--- src/rtl/mp64_uart_rx_pkg.sv ---
// Shared types and constants for the mp64 UART receiver: FSM encoding,
// oversampling constants and the bit-clock divider calculation.
package mp64_uart_rx_pkg;

  typedef enum logic [2:0] {
    UART_RX_IDLE  = 3'd0,
    UART_RX_START = 3'd1,
    UART_RX_DATA  = 3'd2,
    UART_RX_STOP  = 3'd3,
    UART_RX_BREAK = 3'd4
  } uart_rx_state_e;

  localparam int UART_OVERSAMPLE = 16;
  localparam int UART_MID_SAMPLE = 8;

  // Clocks per oversample tick; never below one so the divider stays legal.
  function automatic int uart_div(input int clock_hz, input int baud);
    int div;
    div = clock_hz / (baud * UART_OVERSAMPLE);
    if (div < 32'sd1) begin
      return 32'sd1;
    end else begin
      return div;
    end
  endfunction

endpackage

--- src/rtl/mp64_sync_fifo.sv ---
// Small synchronous FIFO with registered occupancy count; the head entry is
// presented directly from storage, with no bypass from the write port.
module mp64_sync_fifo #(
  parameter int WIDTH = 8,
  parameter int DEPTH = 16
) (
  input  logic                   clk,
  input  logic                   rst_n,
  input  logic                   push,
  input  logic [WIDTH-1:0]       wdata,
  input  logic                   pop,
  output logic [WIDTH-1:0]       rdata,
  output logic                   full,
  output logic                   empty,
  output logic [$clog2(DEPTH):0] count
);

  localparam int AW = $clog2(DEPTH);
  localparam logic [AW:0] FULL_COUNT = DEPTH[AW:0];

  logic [WIDTH-1:0] mem_r [DEPTH];
  logic [AW-1:0]    wr_ptr_r;
  logic [AW-1:0]    rd_ptr_r;
  logic [AW:0]      count_r;
  logic             do_push_s;
  logic             do_pop_s;

  assign empty     = (count_r == {(AW+1){1'b0}});
  assign full      = (count_r == FULL_COUNT);
  assign do_pop_s  = pop && !empty;
  // A push into a full FIFO is only accepted when a pop frees the slot.
  assign do_push_s = push && (!full || do_pop_s);
  assign rdata     = mem_r[rd_ptr_r];
  assign count     = count_r;

  // Storage array, cleared on reset so the head reads zero when empty.
  always_ff @(posedge clk or negedge rst_n) begin
    if (!rst_n) begin
      for (int i = 0; i < DEPTH; i++) begin
        mem_r[i] <= {WIDTH{1'b0}};
      end
    end else if (do_push_s) begin
      mem_r[wr_ptr_r] <= wdata;
    end
  end

  // Pointers wrap naturally because DEPTH is a power of two.
  always_ff @(posedge clk or negedge rst_n) begin
    if (!rst_n) begin
      wr_ptr_r <= {AW{1'b0}};
      rd_ptr_r <= {AW{1'b0}};
      count_r  <= {(AW+1){1'b0}};
    end else begin
      if (do_push_s) begin
        wr_ptr_r <= wr_ptr_r + {{(AW-1){1'b0}}, 1'b1};
      end
      if (do_pop_s) begin
        rd_ptr_r <= rd_ptr_r + {{(AW-1){1'b0}}, 1'b1};
      end
      case ({do_push_s, do_pop_s})
        2'b10:   count_r <= count_r + {{AW{1'b0}}, 1'b1};
        2'b01:   count_r <= count_r - {{AW{1'b0}}, 1'b1};
        default: count_r <= count_r;
      endcase
    end
  end

endmodule

--- src/rtl/mp64_uart_rx.sv ---
// 8N1 UART receiver with 16x oversampling, buffered into a byte FIFO and
// presented on a valid/ready interface with one-cycle error pulses.
module mp64_uart_rx
  import mp64_uart_rx_pkg::*;
#(
  parameter int CLOCK_HZ   = 100_000_000,
  parameter int BAUD       = 115200,
  parameter int FIFO_DEPTH = 16
) (
  input  logic                        clk,
  input  logic                        rst_n,
  input  logic                        rxd_i,
  output logic [7:0]                  rx_data,
  output logic                        rx_valid,
  input  logic                        rx_ready,
  output logic                        rx_busy,
  output logic                        frame_err,
  output logic                        overrun_err,
  output logic [$clog2(FIFO_DEPTH):0] fifo_count
);

  localparam int DIV   = uart_div(CLOCK_HZ, BAUD);
  localparam int DIV_W = (DIV > 1) ? $clog2(DIV) : 1;
  localparam logic [DIV_W-1:0] DIV_LAST = DIV_W'(DIV - 32'sd1);
  localparam logic [3:0] MID_LAST = 4'(UART_MID_SAMPLE - 1);
  localparam logic [3:0] BIT_LAST = 4'(UART_OVERSAMPLE - 1);

  logic [1:0]       sync_r;
  logic             rxd_s;
  uart_rx_state_e   state_r;
  uart_rx_state_e   state_next_s;
  logic [DIV_W-1:0] div_cnt_r;
  logic             tick_s;
  logic [3:0]       tick_cnt_r;
  logic [2:0]       bit_idx_r;
  logic [7:0]       shift_r;
  logic             mid_start_s;
  logic             bit_end_s;
  logic             push_s;
  logic             frame_err_s;
  logic             busy_s;
  logic             pop_s;
  logic             full_s;
  logic             empty_s;
  logic             frame_err_r;
  logic             overrun_err_r;
  logic             rx_busy_r;

  // Two-flop synchroniser; resets to idle-high so reset never looks like a start.
  always_ff @(posedge clk or negedge rst_n) begin
    if (!rst_n) begin
      sync_r <= 2'b11;
    end else begin
      sync_r <= {sync_r[0], rxd_i};
    end
  end

  assign rxd_s       = sync_r[1];
  assign tick_s      = (state_r != UART_RX_IDLE) && (div_cnt_r == DIV_LAST);
  assign mid_start_s = tick_s && (tick_cnt_r == MID_LAST);
  assign bit_end_s   = tick_s && (tick_cnt_r == BIT_LAST);

  // Oversample divider, held at zero in IDLE so ticks align to the start edge.
  always_ff @(posedge clk or negedge rst_n) begin
    if (!rst_n) begin
      div_cnt_r <= {DIV_W{1'b0}};
    end else if ((state_r == UART_RX_IDLE) || tick_s) begin
      div_cnt_r <= {DIV_W{1'b0}};
    end else begin
      div_cnt_r <= div_cnt_r + {{(DIV_W-1){1'b0}}, 1'b1};
    end
  end

  // Tick counter restarts after mid-start so data bits sample at bit centres.
  always_ff @(posedge clk or negedge rst_n) begin
    if (!rst_n) begin
      tick_cnt_r <= 4'd0;
      bit_idx_r  <= 3'd0;
      shift_r    <= 8'd0;
    end else begin
      if ((state_r == UART_RX_IDLE) || ((state_r == UART_RX_START) && mid_start_s)) begin
        tick_cnt_r <= 4'd0;
      end else if (tick_s) begin
        tick_cnt_r <= tick_cnt_r + 4'd1;
      end
      if (state_r == UART_RX_START) begin
        bit_idx_r <= 3'd0;
      end else if ((state_r == UART_RX_DATA) && bit_end_s) begin
        bit_idx_r <= bit_idx_r + 3'd1;
        shift_r   <= {rxd_s, shift_r[7:1]};
      end
    end
  end

  // FSM state register.
  always_ff @(posedge clk or negedge rst_n) begin
    if (!rst_n) begin
      state_r <= UART_RX_IDLE;
    end else begin
      state_r <= state_next_s;
    end
  end

  // FSM next-state logic.
  always_comb begin
    state_next_s = state_r;
    case (state_r)
      UART_RX_IDLE: begin
        if (!rxd_s) state_next_s = UART_RX_START;
        else        state_next_s = UART_RX_IDLE;
      end
      UART_RX_START: begin
        if (mid_start_s) state_next_s = rxd_s ? UART_RX_IDLE : UART_RX_DATA;
        else             state_next_s = UART_RX_START;
      end
      UART_RX_DATA: begin
        if (bit_end_s && (bit_idx_r == 3'd7)) state_next_s = UART_RX_STOP;
        else                                  state_next_s = UART_RX_DATA;
      end
      UART_RX_STOP: begin
        if (bit_end_s) state_next_s = rxd_s ? UART_RX_IDLE : UART_RX_BREAK;
        else           state_next_s = UART_RX_STOP;
      end
      UART_RX_BREAK: begin
        if (rxd_s) state_next_s = UART_RX_IDLE;
        else       state_next_s = UART_RX_BREAK;
      end
      default: state_next_s = UART_RX_IDLE;
    endcase
  end

  // FSM outputs: the stop-bit sample either delivers the byte or flags a frame error.
  always_comb begin
    push_s      = 1'b0;
    frame_err_s = 1'b0;
    if ((state_r == UART_RX_STOP) && bit_end_s) begin
      push_s      = rxd_s;
      frame_err_s = !rxd_s;
    end else begin
      push_s      = 1'b0;
      frame_err_s = 1'b0;
    end
    busy_s = (state_next_s != UART_RX_IDLE);
  end

  assign pop_s = rx_ready && !empty_s;

  // Registered status outputs; busy is taken from the next state so it tracks state_r.
  always_ff @(posedge clk or negedge rst_n) begin
    if (!rst_n) begin
      frame_err_r   <= 1'b0;
      overrun_err_r <= 1'b0;
      rx_busy_r     <= 1'b0;
    end else begin
      frame_err_r   <= frame_err_s;
      overrun_err_r <= push_s && full_s && !pop_s;
      rx_busy_r     <= busy_s;
    end
  end

  mp64_sync_fifo #(
    .WIDTH (8),
    .DEPTH (FIFO_DEPTH)
  ) u_fifo (
    .clk   (clk),
    .rst_n (rst_n),
    .push  (push_s),
    .wdata (shift_r),
    .pop   (pop_s),
    .rdata (rx_data),
    .full  (full_s),
    .empty (empty_s),
    .count (fifo_count)
  );

  assign rx_valid    = !empty_s;
  assign rx_busy     = rx_busy_r;
  assign frame_err   = frame_err_r;
  assign overrun_err = overrun_err_r;

endmodule

--- config.mk ---
export PLATFORM = sky130hd
export DESIGN_NAME = mp64_uart_rx
export DESIGN_NICKNAME = d
export VERILOG_FILES = /design/src/rtl/mp64_uart_rx_pkg.sv /design/src/rtl/mp64_sync_fifo.sv /design/src/rtl/mp64_uart_rx.sv
export SDC_FILE = /design/constraint.sdc
export NUM_CORES = 1
export LEC_CHECK = 0
export CAP_MARGIN = 20
export CORE_MARGIN = 4
export CORE_UTILIZATION = 55
export CTS_CLUSTER_DIAMETER = 30
export DETAILED_ROUTE_END_ITERATION = 10
export PLACE_DENSITY = 0.75
export SLEW_MARGIN = 20
export SYNTH_ARGS = -nofsm -noshare
export SYNTH_HDL_FRONTEND = slang
export SYNTH_SLANG_ARGS = --single-unit
--- constraint.sdc ---
create_clock -name clk -period 3.65 [get_ports clk]
set_input_delay 0.73 -clock clk [delete_from_list [all_inputs] [get_ports clk]]
set_output_delay 0.73 -clock clk [all_outputs]
set_load 0.1 [all_outputs]
# Word level (Yosys, flattened, before mapping)
# Cells that the tools add are included.
# totals
register_bits	170
input_bits	4
output_inout_bits	17
word_cells	101
# classes
add_sub_neg	7
magnitude_cmp	3
n_eq_ne	11
mux	21
n_bitwise	3
n_reduce_logical	28
# ops
op	n
128-bit bitwise mux	1
8-bit binary-select mux with 4-bit select	1
8-bit demux with 4-bit select	1
8-bit two-way mux	3
3-bit case mux with 5 select lines	1
1-bit logical AND	13
4-bit by 1-bit adder with 4-bit output, second input constant	3
3-bit two-way mux	4
5-bit greater-or-equal comparator, second input constant	2
4-bit inverter with 5-bit output	2
5-bit case mux with 2 select lines	1
4-bit two-way mux	2
6-bit by 1-bit adder with 6-bit output, second input constant	1
3-bit by 2-bit equality test with 1-bit output, second input constant	2
3-bit equality test, second input constant	2
6-bit equality test, second input constant	1
6-bit two-way mux	1
2-bit nonzero test	3
3-bit nonzero test	2
5-bit by 1-bit adder with 5-bit output, second input constant	1
5-bit equality test, second input constant	1
5-bit logical NOT	1
5-bit by 1-bit < comparator with 1-bit output, second input constant	1
5-bit by 1-bit subtractor with 5-bit output, second input constant	1
other kinds (13)	22

# Longest topological paths before layout
# Gate-level depths: netlist of the first run.
# depth
ltp_word	8
ltp_mapped	14
ltp_nobuf	12

# Modules after synthesis
# From an unflattened synthesis of the first run, not the netlist that was laid out.
# hier_totals
hier_cells	552
area_unflattened_um2	8305.5
# modules_own_cells
module	n_inst	cells_per_inst	area_per_inst_um2	seq_area_each_um2
mp64_sync_fifo	1	434	6927.9	3528.4
mp64_uart_rx	1	118	1377.6	728.2

# Least setup slack after synthesis of the first run
# OpenSTA, ideal clock, no wires.
# synth_path
path_type	register -> register
start	register u_fifo.count_r[2], in the netlist u_fifo.count[2]
end	register u_fifo.count_r[4], in the netlist u_fifo.count[4]
setup_time_ns	0.125
arrival_ns	3.449
t_required_ns	3.525
path_slack_ns	0.076
path_stages_with_launch	14
n_path_buf	3
period_less_slack_ns	3.574
path_cell_list	dfrtp_1 -> buf_6 -> or4_1 -> buf_2 -> nor2_1 -> or4_1 -> ha_1 -> clkbuf_1 -> xor2_1 -> ha_1 -> a21o_1 -> a22oi_1 -> nor3_1 -> a2111oi_0
# synth_between
elab_chain_cells	8
elab_cells_between_ends	14
cone_classes	add/sub (2); eq/ne (3); mux (1); reduce/logical (8)
# synth_rtl
element	line	rtl
start: declaration	mp64_sync_fifo.sv:24	logic [AW:0] count_r;
start signal: assignment	mp64_sync_fifo.sv:52	count_r <= {(AW+1){1'b0}};
start signal: assignment	mp64_sync_fifo.sv:61	2'b10: count_r <= count_r + {{AW{1'b0}}, 1'b1};
start signal: assignment	mp64_sync_fifo.sv:62	2'b01: count_r <= count_r - {{AW{1'b0}}, 1'b1};
5-bit logical NOT	mp64_sync_fifo.sv:28	assign empty = (count_r == {(AW+1){1'b0}});
1-bit logical NOT	mp64_sync_fifo.sv:30, mp64_uart_rx.sv:146	
1-bit logical AND	mp64_uart_rx.sv:146	assign pop_s = rx_ready && !empty_s;
1-bit logical AND	mp64_sync_fifo.sv:30	assign do_pop_s = pop && !empty;
1-bit logical OR	mp64_sync_fifo.sv:32	assign do_push_s = push && (!full || do_pop_s);
1-bit logical AND	mp64_sync_fifo.sv:32	
2-bit by 1-bit equality test with 1-bit output / 2-bit equality test (equally long branches)	mp64_sync_fifo.sv:60	case ({do_push_s, do_pop_s})
5-bit case mux with 2 select lines / 2-bit nonzero test (equally long branches)	--	
# Parallel ways exist; a longest one is shown, timed or not.
# A chain may end at the register's enable or synchronous reset.

# Final worst setup path of the first run
# layout_path
start	register div_cnt_r[1]
end	register u_fifo.count_r[4], in the netlist u_fifo.count[4]
# layout_between
elab_chain_cells	8
elab_cells_between_ends	10
cone_classes	eq/ne (3); mux (2); reduce/logical (5)
# layout_rtl
element	line	rtl
start: declaration	mp64_uart_rx.sv:32	logic [DIV_W-1:0] div_cnt_r;
start signal: assignment	mp64_uart_rx.sv:66	div_cnt_r <= {DIV_W{1'b0}};
start signal: assignment	mp64_uart_rx.sv:68	div_cnt_r <= {DIV_W{1'b0}};
start signal: assignment	mp64_uart_rx.sv:70	div_cnt_r <= div_cnt_r + {{(DIV_W-1){1'b0}}, 1'b1};
6-bit equality test *	mp64_uart_rx.sv:59	assign tick_s = (state_r != UART_RX_IDLE) && (div_cnt_r == DIV_LAST);
1-bit logical AND *	mp64_uart_rx.sv:59	
1-bit logical AND *	mp64_uart_rx.sv:61	assign bit_end_s = tick_s && (tick_cnt_r == BIT_LAST);
1-bit logical AND *	mp64_uart_rx.sv:136	if ((state_r == UART_RX_STOP) && bit_end_s) begin
1-bit two-way mux *	mp64_uart_rx.sv:136	
1-bit logical AND *	mp64_sync_fifo.sv:32	
2-bit by 1-bit equality test with 1-bit output / 2-bit equality test (equally long branches)	mp64_sync_fifo.sv:60	
5-bit case mux with 2 select lines / 2-bit nonzero test (equally long branches)	--	
end signal: assignment	mp64_sync_fifo.sv:61	
end signal: assignment	mp64_sync_fifo.sv:62	
end signal: assignment	mp64_sync_fifo.sv:63	default: count_r <= count_r;
# Mark *: on every way between the ends. The rest lies on a longest branch, timed or not.

==> results of run 1 <==
[flip-flops by register name (all words and copies together) (netlist names)]
name             count
bit_idx_r            3
state_r              3
u_fifo.count         5
overrun_err          1
frame_err            1
u_fifo.mem_r       128
div_cnt_r            6
tick_cnt_r           4
u_fifo.rd_ptr_r      4
u_fifo.wr_ptr_r      4
shift_r              8
sync_r               2
rx_busy              1
[critical path, cell delays in order (launching register included)]
cell and delay (ns):
dfrtp_1 0.40, inv_1 0.06, ha_1 0.15, and4b_2 0.31, nand3_1 0.15, or4_1 0.56, ha_1 0.31, xor2_1 0.17
ha_1 0.23, a21o_1 0.19, a22oi_1 0.24, nor3_1 0.08, a2111oi_0 0.38
[cells by family after synthesis]
group,count (synthesis),share of synthesized area
compound gates,24,0.0222
mux,181,0.329
simple gates,105,0.0857
fa+ha+maj,13,0.0192
xor+xnor,16,0.0165
buf+inv,43,0.0247
flops,170,0.503
[per-layer routing]
layer,part of all wire,up-vias,global-route usage
li1,-,2109,-
met1,0.47,2510,0.286
met2,0.49,68,0.315
met3,0.025,25,0.0328
met4,0.018,0,0.0653
met5,0,-,0
[power by group through the flow]
stage | clock [uW] | sequential [uW] | combinational (uW)
2_1_floorplan | 0 | 2230 | 575
3_3_place_gp | 0 | 2120 | 903
3_5_place_dp | 0 | 2130 | 916
4_1_cts | 1770 | 2090 | 917
5_1_grt | 1850 | 2110 | 969
6_report | 1740 | 2090 | 904
[final timing paths]
kind,start,to,cells after the start
max in group asynchronous,rst_n,sync_r[0],2
setup reg to reg,div_cnt_r[1],u_fifo.count[4],12
setup / recovery,div_cnt_r[1],u_fifo.count[4],12
hold / removal,sync_r[0],sync_r[1],0
min in group asynchronous,rst_n,u_fifo.mem_r[99],1
hold reg to reg,sync_r[0],sync_r[1],0
[layout make-up]
cell class | instances | share of cell area
repair buffers | 36 | 0.0470
clock inverters | 11 | 0.0128
flip-flops and latches | 170 | 0.446
inverters | 9 | 0.00353
clock buffers | 20 | 0.0467
multi-input cells | 339 | 0.420
well taps | 188 | 0.0246
[through the flow]
step	instances	total power, uW	cell area (um^2)	hold slack [ns]
after floorplan	552	2800	8470	0.345
after global placement	742	3020	8980	0.348
after detailed placement	742	3040	8980	0.351
after CTS	773	4780	9550	0.360
after global routing	773	4930	9560	0.362
final	773	4730	9560	0.358
[placed cells by master (no fill, tap or decap), types with 5 or more instances in the layout]
master / netlist / final
xnor2_1: 8 / 8
nand4_1: 15 / 15
a21oi_1: 5 / 5
mux4_2: 40 / 40
clkbuf_16: 0 / 17
mux2_2: 59 / 59
clkdlybuf4s50_1: 0 / 10
nor2_1: 14 / 14
mux2_4: 80 / 80
and2_1: 6 / 6
xor2_1: 8 / 8
nand2_1: 11 / 11
nor3_4: 10 / 10
nor3_2: 6 / 6
dfrtp_1: 168 / 167
buf_4: 0 / 13
nand3_1: 12 / 12
buf_12: 1 / 12
ha_1: 13 / 13
nand2b_1: 7 / 7
inv_1: 9 / 9
[timing repair]
item,in CTS,in global routing
hold buffers,0,0
resized for setup,0,2
endpoints found under the setup margin,0,1
==> results.tsv, run 1 <==
stage	metric	value	unit
status	status	finished clean	
power_and_ir_drop	Power Dens Cells	495	mW/mm^2
floorplan	Die Footprint	0.0174	mm^2
global_routing	vias in the first global route	5119	
route	# DRC	0	
clock_network	clock slew at reported path FFs	0.06	ns
sta	max frequency	0.295	GHz
yosys	post-synthesis register bit count	170	
global_routing	largest net degree at the start of global routing	93	
route	via count of the routed design	4712	
yosys	top post-synthesis cells by area	dfrtp_1, mux2_4, mux4_2	
power_and_ir_drop	Gate power share	0.191	
yosys	Post-synth EDFFs	0	
route	routed vias/inst	6.10	
floorplan	Die Span X	132	um
final_layout	nets	590	
final_layout	storage element area	0.00426	mm^2
setup_path	CP Class	reg2reg	
global_routing	gr ovfl total	0	
global_routing	global-route wire length before repair	27.7	mm
power_and_ir_drop	P_int	3310	uW
sta	RSZ-0062 raised after global routing	no	
place	port bufs	20	
clock_network	CTS Buf Count	17	
yosys	Post-synth top cells	dfrtp_1, mux2_4, mux2_2	
clock_network	Max clock buf depth	2	
power_and_ir_drop	Clock Power Share	0.367	
power_and_ir_drop	sequential share of power	0.442	
clock_network	Post-CTS Setup Repair Bufs	0	
sta	Setup Skew	0.0103	ns
place	placer congestion estimate	0.828	
floorplan	Core Box Area	0.0151	mm^2
place	pre-CTS worst setup slack	0.0407	ns
sta	Slew HR	0.337	
final_layout	Area Overhead vs Synth	12.9	%
yosys	area share of the largest cell type after synthesis	0.496	
power_and_ir_drop	leak pwr	0.00441	uW
yosys	Cells after Synth	552	
yosys	top-count cell post-synth	dfrtp_1	
global_routing	gr usage total	0.200	
clock_network	Clock Latency Late Sink	0.43	ns
sta	PnR worst setup slack	0.263	ns
yosys	largest area contributor in the netlist	dfrtp_1	
sta	worst-margin pin slew	0.991	ns
clock_network	H-tree depth	4	
yosys	syn_nets	569	
place	hpwl dp	10.7	mm
route	Iter 0 DRT Violations	266	
final_layout	Core Util, Final	0.631	
yosys	Seq/Total Area, Yosys	0.503	
global_routing	antenna violations before repair	0	
clock_network	CTS Sinks	170	
yosys	Syn Area/Cell	15.3	um^2
floorplan	Ports	21	
setup_path	startpoint types	register	
sta	Setup TNS Final	0	ns
sta	period utilization	0.928	
route	Total Wirelength	16.1	mm
floorplan	chip height	132	um
clock_network	root buf cell	clkbuf_16	
route	wire length per cell	20.9	um
sta	shortest period the worst path allows	3.39	ns
final_layout	Inserted Diodes	0	
power_and_ir_drop	Psw	1420	uW
sta	Hold Violations, Final	0	
sta	Max Slew Vio Count	0	
sta	Setup Viol. Count Final	0	
clock_network	CTS tree	yes	
yosys	share of synthesized registers carrying an async set or reset	1.00	
route	ANT nets after route	0	
yosys	Post-Synthesis Cell Area	0.00847	mm^2
setup_path	crit end category	register	
final_layout	footprint of the multi-input gates	0.00401	mm^2
route	drt pass-1 iters	4	
setup_path	WP data required	3.93	ns
floorplan	initial core utilization	0.559	
yosys	Main synth FF type	dfrtp_1	
setup_path	R2R setup slack	0.26	ns
power_and_ir_drop	Sw Share	0.299	
final_layout	layout cells sized above 1	0.443	
run	# Max-Cap Violations	0	
setup_path	Crit path arrival time	3.67	ns
final_layout	FILL cells	1037	
setup_path	Max FO, Critical Path	8	
floorplan	# rows	45	
yosys	Yosys warning total	0	
yosys	Synth cell types	52	
hold_path	Worst Hold Class	reg2reg	
power_and_ir_drop	worst vdd ir	0.492	mV
No activity file was read; power rests on OpenSTA's default activity.
==> inputs of run 2 (changes only) <==
--- a/config.mk
+++ b/config.mk
@@ -10,6 +10,7 @@
 export CORE_UTILIZATION = 55
 export CTS_CLUSTER_DIAMETER = 30
 export DETAILED_ROUTE_END_ITERATION = 10
+export GPL_ROUTABILITY_DRIVEN = 1
 export PLACE_DENSITY = 0.75
 export SLEW_MARGIN = 20
 export SYNTH_ARGS = -nofsm -noshare
==> results of run 2 <==
The final DEF is identical to that of run 1; final timing and power are the same.
==> inputs of run 3 (changes only) <==
--- a/config.mk
+++ b/config.mk
@@ -11,6 +11,7 @@
 export CTS_CLUSTER_DIAMETER = 30
 export DETAILED_ROUTE_END_ITERATION = 10
 export GPL_ROUTABILITY_DRIVEN = 1
+export MAX_ROUTING_LAYER = met4
 export PLACE_DENSITY = 0.75
 export SLEW_MARGIN = 20
 export SYNTH_ARGS = -nofsm -noshare
==> results.tsv, run 3 (synthesis results as in run 1) <==
stage	metric	value	unit
sta	Setup Viol. Count Final	0	
final_layout	Inserted Diodes	0	
sta	Setup TNS Final	0	ns
final_layout	most common cell after layout, fill and taps aside	dfrtp_1	
sta	RSZ-0062 raised after global routing	no	
global_routing	largest net degree at the start of global routing	93	
place	port bufs	20	
setup_path	slowest library cell on the worst path	or4_1	
global_routing	vias in the first global route	5114	
power_and_ir_drop	Power Dens Cells	495	mW/mm^2
place	placer congestion estimate	0.840	
clock_network	CTS Hold Bufs	0	
setup_path	R2R setup slack	0.27	ns
route	Total Wirelength	16.1	mm
global_routing	gr usage total	0.206	
setup_path	CP endpoint	u_fifo.count[4]	
floorplan	Ports	21	
sta	Max Slew Vio Count	0	
final_layout	nets	590	
clock_network	clock slew at reported path FFs	0.06	ns
setup_path	R2R cell count	12	
route	ANT nets after route	0	
place	hpwl dp	10.7	mm
sta	Hold Violations, Final	0	
place	dpl cells	742	
sta	Slew HR	0.337	
setup_path	CP most frequent cell	ha_1	
floorplan	# rows	45	
route	routed vias/inst	6.12	
setup_path	Max FO, Critical Path	8	
setup_path	Top delay family on crit path	simple AND/OR/NAND/NOR gates	
status	status	finished clean	
sta	period utilization	0.927	
final_layout	Reg with most FFs	u_fifo.mem_r	
sta	max frequency	0.296	GHz
route	# DRC	0	
floorplan	Core Box Area	0.0151	mm^2
setup_path	CP Class	reg2reg	
power_and_ir_drop	leak pwr	0.00441	uW
floorplan	initial core utilization	0.559	
setup_path	worst path bufs/invs	1	
sta	worst-margin pin slew	0.991	ns
setup_path	WP data required	3.93	ns
setup_path	WP depth	12	
final_layout	layout cells sized above 1	0.443	
clock_network	CTS tree	yes	
clock_network	Max clock buf depth	2	
floorplan	Die Span X	132	um
setup_path	Cell Chain, Critical Path	inv_1, ha_1, and4b_2, nand3_1, or4_1, ha_1, xor2_1, ha_1, a21o_1, a22oi_1, nor3_1, a2111oi_0	
floorplan	Die Footprint	0.0174	mm^2
route	drt pass-1 iters	4	
setup_path	worst setup path start	div_cnt_r[1]	
power_and_ir_drop	Overall Power	4730	uW
global_routing	antenna violations before repair	0	
clock_network	root buf cell	clkbuf_16	
final_layout	FILL cells	1037	
final_layout	most frequent cells in the layout	dfrtp_1, mux2_4, mux2_2	
sta	shortest period the worst path allows	3.38	ns
hold_path	Worst Hold Class	reg2reg	
route	wire length per cell	20.8	um
route	via count of the routed design	4728	
clock_network	H-tree depth	4	
setup_path	Reg-to-Reg End	u_fifo.count[4]	
power_and_ir_drop	worst vdd ir	0.492	mV
clock_network	CTS Buf Count	17	
sta	Hold Slack	0.358	ns
setup_path	crit end category	register	
setup_path	Critical R2R Launch	div_cnt_r[1]	
final_layout	Core Util, Final	0.631	
clock_network	CTS Sinks	170	
final_layout	max FFs per register	128	
run	# Max-Cap Violations	0	
final_layout	Top Registers	u_fifo.mem_r (128), shift_r (8), div_cnt_r (6)	
setup_path	startpoint types	register	
final_layout	Area Overhead vs Synth	12.9	%
global_routing	gr ovfl total	0	
route	Iter 0 DRT Violations	286	
floorplan	chip height	132	um
clock_network	Clock Latency Late Sink	0.43	ns
final_layout	Final Instance Count excl. Fillers	773	
setup_path	slowest stage delay, CP	0.56	ns
clock_network	Post-CTS Setup Repair Bufs	0	
setup_path	Crit path arrival time	3.67	ns
sta	Setup Skew	0.0113	ns
global_routing	global-route wire length before repair	27.7	mm
[run 3: report_power, final]
part | total, uW | internal, uW | leakage (uW) | switching (uW)
clock | 1740 | 1020 | 0.000268 | 721
combinational | 903 | 353 | 0.00182 | 550
sequential | 2090 | 1940 | 0.00232 | 149
[run 3: final cells by class]
type,instances,area (um^2),area share
clock buffers,20,447,0.0467
inverters,9,33.8,0.00353
multi-input cells,339,4010,0.420
repair buffers,36,449,0.0470
clock inverters,11,123,0.0128
well taps,188,235,0.0246
flip-flops and latches,170,4260,0.446
[run 3: per-layer routing]
metal,vias to the layer above,track usage,part of all wire
li1,2106,-,-
met4,0,0.0671,0.015
met5,-,-,0
met3,18,0.0351,0.028
met1,2536,0.286,0.47
met2,68,0.315,0.49
[run 3: worst min-delay path by stage]
| stage | depth (start not counted) | to | startpoint |
|---|---|---|---|
| after floorplan | 0 | sync_r[1] | sync_r[0] |
| after global placement | 0 | sync_r[1] | sync_r[0] |
| after detailed placement | 0 | sync_r[1] | sync_r[0] |
| after CTS | 0 | sync_r[1] | sync_r[0] |
| after global routing | 0 | sync_r[1] | sync_r[0] |
| final | 0 | sync_r[1] | sync_r[0] |
[run 3: timing repair]
action	4_1_cts	5_1_grt
setup endpoints to repair	0	1
resized for setup	0	2
endpoints found under the hold margin	0	0
[run 3: stage by stage]
step	setup slack (ns)	cell area (um^2)
after detailed placement	0.0407	8980
after CTS	0.219	9550
final	0.266	9560
after floorplan	0.0762	8470
after global placement	0.211	8980
after global routing	0.0154	9560
